<file path="config.mk">
export PLATFORM = sky130hd
export DESIGN_NAME = piso_ctrl_flat
export DESIGN_NICKNAME = d
export VERILOG_FILES = /design/src/rtl/piso_pkg.sv /design/src/rtl/piso_ctrl_if.sv /design/src/rtl/piso_ctrl_buf.sv /design/src/rtl/piso_ctrl.sv /design/src/flat_wrapper.sv
export SDC_FILE = /design/constraint.sdc
export NUM_CORES = 1
export LEC_CHECK = 0
export CORE_UTILIZATION = 47
export CTS_CLUSTER_DIAMETER = 100
export DETAILED_ROUTE_END_ITERATION = 8
export GPL_TIMING_DRIVEN = 0
export MAX_ROUTING_LAYER = met4
export PLACE_DENSITY = 0.77
export SYNTH_ARGS = -nofsm -noshare
export SYNTH_HDL_FRONTEND = slang
export SYNTH_SLANG_ARGS = --single-unit
</file>
<file path="constraint.sdc">
create_clock -name clk -period 1.7 [get_ports clk]
set_input_delay 0.255 -clock clk [delete_from_list [all_inputs] [get_ports clk]]
set_output_delay 0.255 -clock clk [all_outputs]
set_load 0.03 [all_outputs]
</file>
<file path="src/rtl/piso_pkg.sv">
// Shared state encoding and defaults for the PISO shift-register controller.
package piso_pkg;

    localparam int DEF_WIDTH = 4;
    localparam int DEF_GAP   = 0;
    localparam int FCOUNT_W  = 8;

    typedef enum logic [1:0] {
        ST_IDLE  = 2'd0,
        ST_LOAD  = 2'd1,
        ST_SHIFT = 2'd2,
        ST_GAP   = 2'd3
    } state_t;

endpackage

</file>
<file path="src/rtl/piso_ctrl_if.sv">
// Upstream word handshake plus the control/status bundle of the PISO controller.
interface piso_ctrl_if
    import piso_pkg::*;
#(
    parameter int WIDTH = DEF_WIDTH
);

    logic                in_valid;
    logic                in_ready;
    logic [WIDTH-1:0]    in_data;
    logic                abort;
    logic                piso_control;
    logic                piso_clear;
    logic [WIDTH-1:0]    piso_data;
    logic                ser_valid;
    logic                ser_first;
    logic                ser_last;
    logic                busy;
    logic [FCOUNT_W-1:0] frame_count;
    state_t              dbg_state;

    // Handshake: a word moves on a rising edge where in_valid && in_ready are both 1;
    // the source keeps in_data stable while in_valid is high and in_ready is low.
    modport master (
        output in_valid, in_data, abort,
        input  in_ready, piso_control, piso_clear, piso_data,
        input  ser_valid, ser_first, ser_last, busy, frame_count, dbg_state
    );

    modport slave (
        input  in_valid, in_data, abort,
        output in_ready, piso_control, piso_clear, piso_data,
        output ser_valid, ser_first, ser_last, busy, frame_count, dbg_state
    );

endinterface

</file>
<file path="src/rtl/piso_ctrl_buf.sv">
// One-entry holding buffer between the upstream handshake and the frame launcher.
module piso_ctrl_buf
    import piso_pkg::*;
#(
    parameter int WIDTH = DEF_WIDTH
) (
    input  logic             clk,
    input  logic             clear_n,
    input  logic             push,
    input  logic             pop,
    input  logic [WIDTH-1:0] din,
    output logic             full,
    output logic [WIDTH-1:0] dout
);

    // push only happens while empty and pop only while full, so they never coincide
    always_ff @(posedge clk or negedge clear_n) begin
        if (!clear_n) begin
            full <= 1'b0;
            dout <= '0;
        end else if (push) begin
            full <= 1'b1;
            dout <= din;
        end else if (pop) begin
            full <= 1'b0;
        end
    end

endmodule

</file>
<file path="src/rtl/piso_ctrl.sv">
// Sequences load/shift/gap control for an external PISO register and flags the serial frame bits.
module piso_ctrl
    import piso_pkg::*;
#(
    parameter int WIDTH = DEF_WIDTH,
    parameter int GAP   = DEF_GAP
) (
    input  logic       clk,
    input  logic       clear_n,
    piso_ctrl_if.slave bus
);

    localparam int               CNT_W    = $clog2(WIDTH);
    localparam logic [CNT_W-1:0] CNT_LAST = CNT_W'(WIDTH - 1);
    localparam logic [4:0]       GAP_LEN  = 5'(GAP);

    state_t              state;
    state_t              next_state;
    logic [CNT_W-1:0]    bit_cnt;
    logic [3:0]          gap_cnt;
    logic                trail;
    logic                clr_q;
    logic                buf_full;
    logic                push;
    logic                launch;
    logic                last_shift;
    logic                last_gap;
    logic [WIDTH-1:0]    buf_data;
    logic [WIDTH-1:0]    data_q;
    logic [FCOUNT_W-1:0] fcount;

    assign bus.in_ready = clear_n & ~buf_full;
    assign push         = bus.in_valid & bus.in_ready;
    assign launch       = (next_state == ST_LOAD);
    assign last_shift   = (bit_cnt == CNT_LAST);
    assign last_gap     = (({1'b0, gap_cnt} + 5'd1) == GAP_LEN);

    piso_ctrl_buf #(.WIDTH(WIDTH)) u_buf (
        .clk     (clk),
        .clear_n (clear_n),
        .push    (push),
        .pop     (launch),
        .din     (bus.in_data),
        .full    (buf_full),
        .dout    (buf_data)
    );

    always_ff @(posedge clk or negedge clear_n) begin
        if (!clear_n) state <= ST_IDLE;
        else          state <= next_state;
    end

    // abort overrides every transition, so a killed frame never pops the buffer
    always_comb begin
        next_state = state;
        case (state)
            ST_IDLE:  if (buf_full) next_state = ST_LOAD;
            ST_LOAD:  next_state = ST_SHIFT;
            ST_SHIFT: begin
                if (last_shift) begin
                    if (GAP == 0) next_state = buf_full ? ST_LOAD : ST_IDLE;
                    else          next_state = ST_GAP;
                end
            end
            ST_GAP:   if (last_gap) next_state = buf_full ? ST_LOAD : ST_IDLE;
            default:  next_state = ST_IDLE;
        endcase
        if (bus.abort) next_state = ST_IDLE;
    end

    // trail marks the cycle after the last shift, when the final bit sits on the serial pin
    always_ff @(posedge clk or negedge clear_n) begin
        if (!clear_n) begin
            bit_cnt <= '0;
            gap_cnt <= '0;
            trail   <= 1'b0;
            clr_q   <= 1'b1;
            data_q  <= '0;
            fcount  <= '0;
        end else begin
            clr_q <= bus.abort;
            trail <= (state == ST_SHIFT) && last_shift && !bus.abort;
            if (next_state == ST_SHIFT)
                bit_cnt <= (state == ST_SHIFT) ? bit_cnt + 1'b1 : CNT_W'(1);
            else
                bit_cnt <= '0;
            if ((next_state == ST_GAP) && (state == ST_GAP)) gap_cnt <= gap_cnt + 1'b1;
            else                                              gap_cnt <= '0;
            if (launch)           data_q <= buf_data;
            if (trail && !bus.abort) fcount <= fcount + 1'b1;
        end
    end

    always_comb begin
        bus.piso_control = (state == ST_SHIFT);
        bus.ser_valid    = (state == ST_SHIFT) || trail;
        bus.ser_first    = (state == ST_SHIFT) && (bit_cnt == CNT_W'(1));
        bus.ser_last     = trail;
        bus.busy         = (state != ST_IDLE);
    end

    assign bus.piso_clear  = clr_q;
    assign bus.piso_data   = data_q;
    assign bus.frame_count = fcount;
    assign bus.dbg_state   = state;

endmodule

</file>
<file path="src/flat_wrapper.sv">
// flat-port wrapper written by rule: the top's interface ports become plain ports
module piso_ctrl_flat import piso_pkg::*;
#(
    parameter int WIDTH = DEF_WIDTH,
    parameter int GAP   = DEF_GAP
)
  (clk, clear_n, bus_in_valid, bus_in_data, bus_abort, bus_in_ready, bus_piso_control, bus_piso_clear, bus_piso_data, bus_ser_valid, bus_ser_first, bus_ser_last, bus_busy, bus_frame_count, bus_dbg_state);
  piso_ctrl_if #(.WIDTH(WIDTH)) bus_i ();
  input  logic clk;
  input  logic clear_n;
  input wire logic [$bits(bus_i.in_valid)-1:0] bus_in_valid;
  input wire logic [$bits(bus_i.in_data)-1:0] bus_in_data;
  input wire logic [$bits(bus_i.abort)-1:0] bus_abort;
  output wire logic [$bits(bus_i.in_ready)-1:0] bus_in_ready;
  output wire logic [$bits(bus_i.piso_control)-1:0] bus_piso_control;
  output wire logic [$bits(bus_i.piso_clear)-1:0] bus_piso_clear;
  output wire logic [$bits(bus_i.piso_data)-1:0] bus_piso_data;
  output wire logic [$bits(bus_i.ser_valid)-1:0] bus_ser_valid;
  output wire logic [$bits(bus_i.ser_first)-1:0] bus_ser_first;
  output wire logic [$bits(bus_i.ser_last)-1:0] bus_ser_last;
  output wire logic [$bits(bus_i.busy)-1:0] bus_busy;
  output wire logic [$bits(bus_i.frame_count)-1:0] bus_frame_count;
  output wire logic [$bits(bus_i.dbg_state)-1:0] bus_dbg_state;
  assign bus_i.in_valid = bus_in_valid;
  assign bus_i.in_data = bus_in_data;
  assign bus_i.abort = bus_abort;
  assign bus_in_ready = bus_i.in_ready;
  assign bus_piso_control = bus_i.piso_control;
  assign bus_piso_clear = bus_i.piso_clear;
  assign bus_piso_data = bus_i.piso_data;
  assign bus_ser_valid = bus_i.ser_valid;
  assign bus_ser_first = bus_i.ser_first;
  assign bus_ser_last = bus_i.ser_last;
  assign bus_busy = bus_i.busy;
  assign bus_frame_count = bus_i.frame_count;
  assign bus_dbg_state = bus_i.dbg_state;
  piso_ctrl #(.WIDTH(WIDTH), .GAP(GAP)) u_core (.clk(clk), .clear_n(clear_n), .bus(bus_i));
endmodule
</file>
* Word level (Yosys, flattened, before mapping) *
Index checks and enable logic that the tools add are counted.

word-level totals
  register bits = 27
  input bits = 8
  output and inout bits = 21
  word-level logic and storage cells = 46

cells by class
  $add $sub $neg = 4
  eq/ne operators = 8
  mux-type cells = 11
  bitwise gates (word level) = 3
  reductions and logical operators = 11

operators with widths
  cell                                                 count
  2-to-1 mux 2 bit                                     6
  equality test 2 bit, second input constant           5
  adder 8 x 1 -> 8 bit, second input constant          1
  case mux 2 bit (4 select lines)                      1
  equality test 2 x 1 -> 1 bit, second input constant  3
  adder 4 x 1 -> 5 bit, second input constant          1
  logical AND 1 bit                                    5
  logical NOT 5 bit                                    1
  adder 4 x 1 -> 4 bit, second input constant          1
  2-to-1 mux 4 bit                                     1
  nonzero test 2 bit                                   2
  2-to-1 mux 1 bit                                     3
  adder 2 x 1 -> 2 bit, second input constant          1
  bitwise AND 1 bit                                    2
  logical NOT 2 bit                                    1
  logical NOT 1 bit                                    1
  logical OR 1 bit                                     1
  inverter 1 bit                                       1

* Logic depth before layout (Yosys ltp) *
  word-level depth = 8
  mapped depth = 5
  gate-level depth less buffers = 5

* Cells and area by module *
Synthesis repeated with hierarchy kept, for this count alone.

unflattened totals
  cells, all modules = 93
  area, all modules = 1193.6 um^2

modules (own cells, without submodules)
  module         times used  cells an instance  area each (um^2)  sequential area each (um^2)
  piso_ctrl      1           82                 1011.0            551.8
  piso_ctrl_buf  1           11                 182.7             125.1

* Least setup slack after synthesis *
No wires, ideal clock.

  path type = flip-flop to output port
  start point = reg u_core.state[0] (netlist: u_core.bus.dbg_state[0])
  end point = out bus_ser_first
  arrival = 1.353 ns
  required time = 1.445 ns
  slack = 0.092 ns
  stages on the path, launching flop included = 4
  path buffers = 0
  cell sequence = dfrtp_1 -> nand2b_1 -> inv_1 -> and2_1

between the ends
  cells in the longest elaborated chain, start to end = 2

RTL lines
  element                     RTL line            text
  from (decl)                 piso_ctrl.sv:17     state_t state;
  from (signal assigned)      piso_ctrl.sv:50     else state <= next_state;
  equality test 2 bit         -
  named net bus_piso_control  flat_wrapper.sv:15  output wire logic [$bits(bus_i.piso_control)-1:0] bus_piso_control;
  logical AND 1 bit           piso_ctrl.sv:97     bus.ser_first = (state == ST_SHIFT) && (bit_cnt == CNT_W'(1));
  to (decl)                   flat_wrapper.sv:19  output wire logic [$bits(bus_i.ser_first)-1:0] bus_ser_first;

The timed path passes the listed nets, and every way through them passes these cells.

* Worst setup path in the final report *
  start point = reg u_core.gap_cnt[0]
  end point = reg u_core.data_q[1] (netlist: u_core.bus.piso_data[1])

between the ends
  cells in the longest elaborated chain, start to end = 6

RTL lines
  element                          RTL line         text
  from (decl)                      piso_ctrl.sv:20  logic [3:0] gap_cnt;
  from (signal assigned)           piso_ctrl.sv:87  if ((next_state == ST_GAP) && (state == ST_GAP)) gap_cnt <= gap_cnt + 1'b1;
  adder 4 x 1 -> 5 bit             piso_ctrl.sv:36  assign last_gap = (({1'b0, gap_cnt} + 5'd1) == GAP_LEN);
  logical NOT 5 bit                piso_ctrl.sv:36
  2-to-1 mux 2 bit                 piso_ctrl.sv:65  ST_GAP: if (last_gap) next_state = buf_full ? ST_LOAD : ST_IDLE;
  case mux 2 bit (4 select lines)  piso_ctrl.sv:56  case (state)
  2-to-1 mux 2 bit                 piso_ctrl.sv:68  if (bus.abort) next_state = ST_IDLE;
  equality test 2 x 1 -> 1 bit     piso_ctrl.sv:34  assign launch = (next_state == ST_LOAD);
  to (signal assigned)             piso_ctrl.sv:89  if (launch) data_q <= buf_data;
  to (decl)                        piso_ctrl.sv:29  logic [WIDTH-1:0] data_q;

Every way passes these cells.
A chain may end at the register's enable or synchronous reset.

==> results.ini <==
[synth]
avgSynthCellArea_sq_um=12.23
ys_warn_count=0
syn_inst=96
synth_seq_cells=27
synth_cell_types=28
netlist_area_sq_mm=0.001174
synth_seq_area_share=0.5768
synth_fp_nets=108

[power]
peakVddDrop_v=0.001035
p_leak_nw=0.8388
power.density_mw_per_mm2=1150

[clock_network]
clk_latency_ps=320
cts.clk_slew.worst_paths_ps=140
ctsLongestPathBuffers=2
cts_sinks=27
tritoncts=done
htreeDepth=1
root_buffer=clkbuf_4
cts_made_buffers=3

[place]
io_buffers=28
dp_hpwl_microns=1517
gp_congestion=0.7444
post-place-ws_ps=-1162

[global_routing]
grt_overflow=0
track_usage=0.1885
grt_pass1_vias=810
grt_max_degree=27
antenna_found_initial=0
grt_pass1_wl_microns=3560

[critical_path]
critical_path_class=reg -> reg
crit_fanout=5
worst_setup_path_start_kind=flop
required_ps=1920
endpoint_kind=flop
cp.arrival_ps=1870

[cells_and_area]
layout.nets=148
area_delta_synth_final_pct=35.29
mostFrequentLayoutCells=24 x dfrtp_1, 10 x clkdlybuf4s50_1, 9 x dlygate4sd2_1
layout_commonest_cell=dfrtp_1
drive_above_1_share=0.1926
final_core_util=0.6976
insertedDiodeCount=0

[detailed_routing]
routedWlPerCell_microns=13.83
drt-vias-per-instance=5.301
drt-initial-drc-count=9
ant_nets=0
vias=864
finalWirelength_microns=2255
dr.pass1.iters=4
drc=0

[sta]
maxSlewViolCount=0
timing.fmax_mhz=606.8
fin_crit_sh=0.9693
grt_setup_unrepaired=true
setup-violations-final=0
final_hold_viol_count=0
fin_skew_ps=3.707
setup_ws_ps=52.12
period_minus_slack_ps=1648
timing.slew.headroom=0.7317
tightest_slew_ps=402.4

[status]
status=finished, final reports clean

[job]
drv_cap=0

[floorplanning]
coreArea_sq_mm=0.002276
num_io_pins=29
die_h_microns=51.97
start_util=0.5157
die-area_sq_mm=0.002701
die_w_microns=51.97
core.rowCount=17

[min_path]
min_path_type=in -> reg

synthesized netlist by cell type:
library cell	number	area share
o21ai_2	1	0.0075
nand2b_1	4	0.021
nand2_2	1	0.0053
nor4_1	1	0.0053
a211oi_2	1	0.011
nor2b_1	3	0.016
a21oi_1	3	0.013
a21o_1	1	0.0064
a22o_1	1	0.0075
dfrtp_1	26	0.55
or2_1	1	0.0053
nand3b_1	1	0.0064
nor2_1	3	0.0096
o21bai_1	1	0.0064
dfstp_2	1	0.022
mux2_1	9	0.086
and3_1	3	0.016
nand3_1	6	0.026
and2_1	1	0.0053
clkbuf_1	1	0.0032
nor3_1	5	0.021
xor2_1	2	0.015
inv_1	3	0.0096
ha_1	4	0.043
xnor2_1	7	0.052
nand2_1	4	0.013
and3b_1	1	0.0075
or3_1	1	0.0053
worst paths after layout:
path                                                 from                         to  slack (ps)  depth (start not counted)
worst min register to register  u_core.bus.frame_count[7]  u_core.bus.frame_count[7]         480                          1
worst max-delay path                    u_core.gap_cnt[0]    u_core.bus.piso_data[1]          50                          5
worst max register to register          u_core.gap_cnt[0]    u_core.bus.piso_data[1]          50                          5
worst min-delay path                              clear_n          u_core.u_buf.full         420                          3
min in group asynchronous                         clear_n      u_core.bus.piso_clear         500                          2
max in group asynchronous                         clear_n    u_core.bus.dbg_state[0]        1040                          3
layer usage:
metal  global-route usage  wire (microns)
met1               0.2299            1012
met3              0.06140             121
met2               0.3120            1082
met4              0.02703              38
met5                    -               0
what timing repair did:
item	in CTS	in global routing
setup endpoints to repair	18	12
pin swaps	0	3
setup buffers	0	5
resized for setup	29	14
hold buffers	2	0
hold endpoints to repair	26	0
worst max-delay path, cell delays in order, from the launching register on:
cell and delay [ps]:
dfrtp_1 440, ha_2 200, nand3b_1 110, a211oi_2 290
o21ai_2 170, mux2_1 330
power by group:
group	switching, mW	leakage [nW]	total, mW	internal, mW
sequential	0.0890	0.348	0.862	0.773
clock	0.181	0.0177	0.270	0.0884
combinational	0.376	0.473	0.695	0.319
total	0.646	0.839	1.83	1.18
flip-flops by register name, summed over array words and instances (netlist names):
name and cells:
u_core.bus.dbg_state 2, u_core.bus.frame_count 8, u_core.u_buf.dout 4, u_core.bus.piso_data 4
u_core.bus.piso_clear 1, u_core.u_buf.full 1, u_core.bus.ser_last 1, u_core.bit_cnt 2
u_core.gap_cnt 4
cell type report:
cell class / count / area [sq um]
Buffer: 1 / 3.754
Clock buffer: 3 / 22.52
Clock inverter: 1 / 5.005
Fill cell: 172 / 688.2
Inverter: 3 / 11.26
Multi-Input combinational cell: 65 / 498.0
Sequential cell: 27 / 679.4
Tap cell: 28 / 35.03
Timing Repair Buffer: 35 / 332.8
cell families (layout without fill, tap and decap cells):
family | Yosys count | in the layout | share of synthesized area
xor gates and xnor gates | 9 | 9 | 0.06717
muxes | 9 | 9 | 0.08636
adders and majority gates | 4 | 4 | 0.04265
and+or+nand+nor | 35 | 35 | 0.1631
AOI/OAI and AO/OA | 8 | 8 | 0.05117
DFF | 27 | 27 | 0.5768
buffers and inverters | 4 | 43 | 0.01279
per-stage QoR:
stage	total power [mW]	instance area (sq um)	instances	hold slack, ps	setup TNS [ps]
after global placement	1.524	1489	152	460.7	-5140
final	1.826	1588	163	416.8	0
after CTS	1.790	1533	158	397.8	0
after detailed placement	1.539	1489	152	471.9	-5196
after global routing	1.934	1588	163	408.9	-148.3
after floorplan	1.260	1174	96	-40.59	0
Note: power is estimated with default switching activity, not from simulation.
==> edit: new RTL, same settings <==
Set the package constant `DEF_WIDTH` to 8 (it was 4).
--- a/src/rtl/piso_pkg.sv
+++ b/src/rtl/piso_pkg.sv
@@ -2,5 +2,5 @@
 package piso_pkg;
 
-    localparam int DEF_WIDTH = 4;
+    localparam int DEF_WIDTH = 8;
     localparam int DEF_GAP   = 0;
     localparam int FCOUNT_W  = 8;
Interface: changed (resized bus_in_data and bus_piso_data); port bits go from 29 to 37. No check against the original RTL was run, so the function may have changed too.
==> edit against the unedited design <==
Clock power increased by 120%; cell count increased by 29%; core utilization increased by 0.24 points; total power increased by 62%; sequential cell count increased by 9; area after synthesis increased by 33%; combinational power increased by 67%; clock skew increased by 0.0081 ns; non-clock buffer count increased by 10; final area increased by 37%; worst setup slack about the same; wire length increased by 30%; worst hold slack improved by 0.0076 ns; critical path type unchanged.
==> edit: results (changes against the unedited design) <==
| Metric | Value |
|---|---|
| WL met2 | 1520 µm (+41%) |
| Static leakage | 1.14 nW (+36%) |
| Compound-Gate Fraction of Synth Area | 4.83% (-0.29 points) |
| Iter 0 DRT Violations | 17 (+8) |
| Register area share after synthesis | 58.0% (+0.33 points) |
| Worst Skew | 0.0118 ns (+0.00806 ns) |
| GPL Wtd Cong | 0.717 (-3.6%) |
| Clock-pin transition on the worst setup and hold timing paths | 0.10 ns (-0.04 ns) |
| Number of global-route vias before repair | 1104 (+36%) |
| Vias/cell | 5.06 (-4.5%) |
| M2 GR Usage | 32.4% (+1.2 points) |
| Synth Net Count | 131 (+21%) |
| Worst r2r path cells | 7 (+2) |
| Placed Area | 1970 µm² (+33%) |
| Fillers | 241 (+40%) |
| H-tree depth | 2 (+1) |
| Post-synthesis cell type count | 33 (+18%) |
| Hold slack | 0.424 ns (+0.00762 ns) |
| Post-synth top area cell | dfrtp_1 |
| Clk root buf | clkbuf_4 |
| Layout cell share with drive strength beyond 1 | 32.3% (+13 points) |
| Met3 wire len | 153 µm (+26%) |
| Hold Path Sink | u_core.bus.piso_clear$_DFF_PN1_ |
| Area contributors post-synth | dfrtp_1 (56%), mux2_4 (7.7%), mux2_2 (6.5%) |
| Crit-path max FO | 8 (+3) |
| Worst reg2reg setup slack | 0.05 ns (about the same) |
| Worst R2R End | u_core.bus.piso_data[6]$_DFFE_PN0N_ |
| Pre-CTS setup slack | -0.497 ns (+0.664 ns) |
| Input/output buffers | 36 (+29%) |
| Post-synth top cells | dfrtp_1 (35), mux2_2 (9), mux2_4 (8) |
| Reg2reg start | u_core.bit_cnt[0]$_DFF_PN0_ |
| CTS Buf Count | 5 (+2) |
| M3 GR Usage | 6.11% (-0.027 points) |
| Final net count | 183 (+24%) |
| Metal-1 WL | 1200 µm (+18%) |
| Min-Delay Path Depth | 1 (-2) |
| Pre-Repair DR Iteration Count | 3 (-1) |
| Maximum number of pins on one net before global-route repair | 36 (+33%) |
| Xor and xnor area share after synthesis | 5.07% (-1.6 points) |
| Adder-Cell Fraction of Synth Area | 4.02% (-0.24 points) |
| GR Layer Usage met1 | 22.2% (-0.80 points) |
| Final WL | 2940 µm (+30%) |
| First-pass GRT wire length | 4910 µm (+38%) |
| Slew @ Worst Pin | 0.410 ns (+0.00790 ns) |
| Worst hold path startpoint | bus_abort |
| WP data arrival | 1.87 ns (about the same) |
| Tot GR Track Use | 19.8% (+0.95 points) |
| Hpwl dp | 1900 µm (+25%) |
| Max rail drop VDD | 0.751 mV (-27%) |
| Mux contribution to synthesized area | 14.2% (+5.6 points) |
| Run status | finished, final reports clean |
| Hold Crit Class | input pin to register |
| Initial antenna violation count | 0 (unchanged) |
| Worst-Skew Late Latency | 0.34 ns (+0.02 ns) |
| ANT cells | 0 (unchanged) |
| CTS Buffer Depth | 2 (unchanged) |
[edit: final cells by class]
cell class                 count  area share (%)
inverter                       3           0.634
clock buffer                   6            1.90
clock inverter                 2            1.61
sequential                    36            41.7
tap                           44            2.53
multi-input combinational     74            31.2
timing repair buffer          45            20.3
buffer                         1           0.173
[edit: repair_timing]
item | 4_1_cts | 5_1_grt
resized for setup | 33 | 16
endpoints found under the setup margin | 21 | 20
setup buffers | 4 | 3
pin swaps | 2 | 2
hold buffers | 2 | 0
hold endpoints to repair | 35 | 0
[edit: metrics by stage]
step                instances  util, %
floorplan                 114        -
global placement          194     63.8
detailed placement        194     63.6
CTS                       208     68.6
global route              211     70.0
finish                    211     70.0
[edit: power by group]
part	switching (mW)	internal (mW)
combinational	0.564	0.594
clock	0.274	0.308
sequential	0.146	1.08
[edit: logic make-up after synthesis]
group / Yosys count
flops: 36
simple gates: 35
mux: 17
xor+xnor: 9
compound gates: 8
fa+ha+maj: 5
buf+inv: 4
[edit: how the worst max path moves through the flow]
stage,startpoint,to,slack (ns),cells after the start
floorplan,u_core.bit_cnt[0]$_DFF_PN0_,u_core.bus.piso_data[0]$_DFFE_PN0N_,0.009,6
global placement,clear_n,bus_in_ready,-1.46,3
detailed placement,clear_n,bus_in_ready,-0.50,3
CTS,u_core.bus.dbg_state[1]$_DFF_PN0_,bus_busy,-0.005,2
global route,u_core.bit_cnt[0]$_DFF_PN0_,bus_ser_first,-0.006,4
finish,u_core.bit_cnt[0]$_DFF_PN0_,u_core.bus.piso_data[6]$_DFFE_PN0N_,0.05,7
[edit: critical path, cell delays in order (launching register included)]
cell     delay (ns)
dfrtp_1        0.41
ha_2           0.19
ha_4           0.18
inv_4          0.07
a21oi_4        0.07
o21ai_4        0.17
buf_12         0.15
mux2_4         0.29
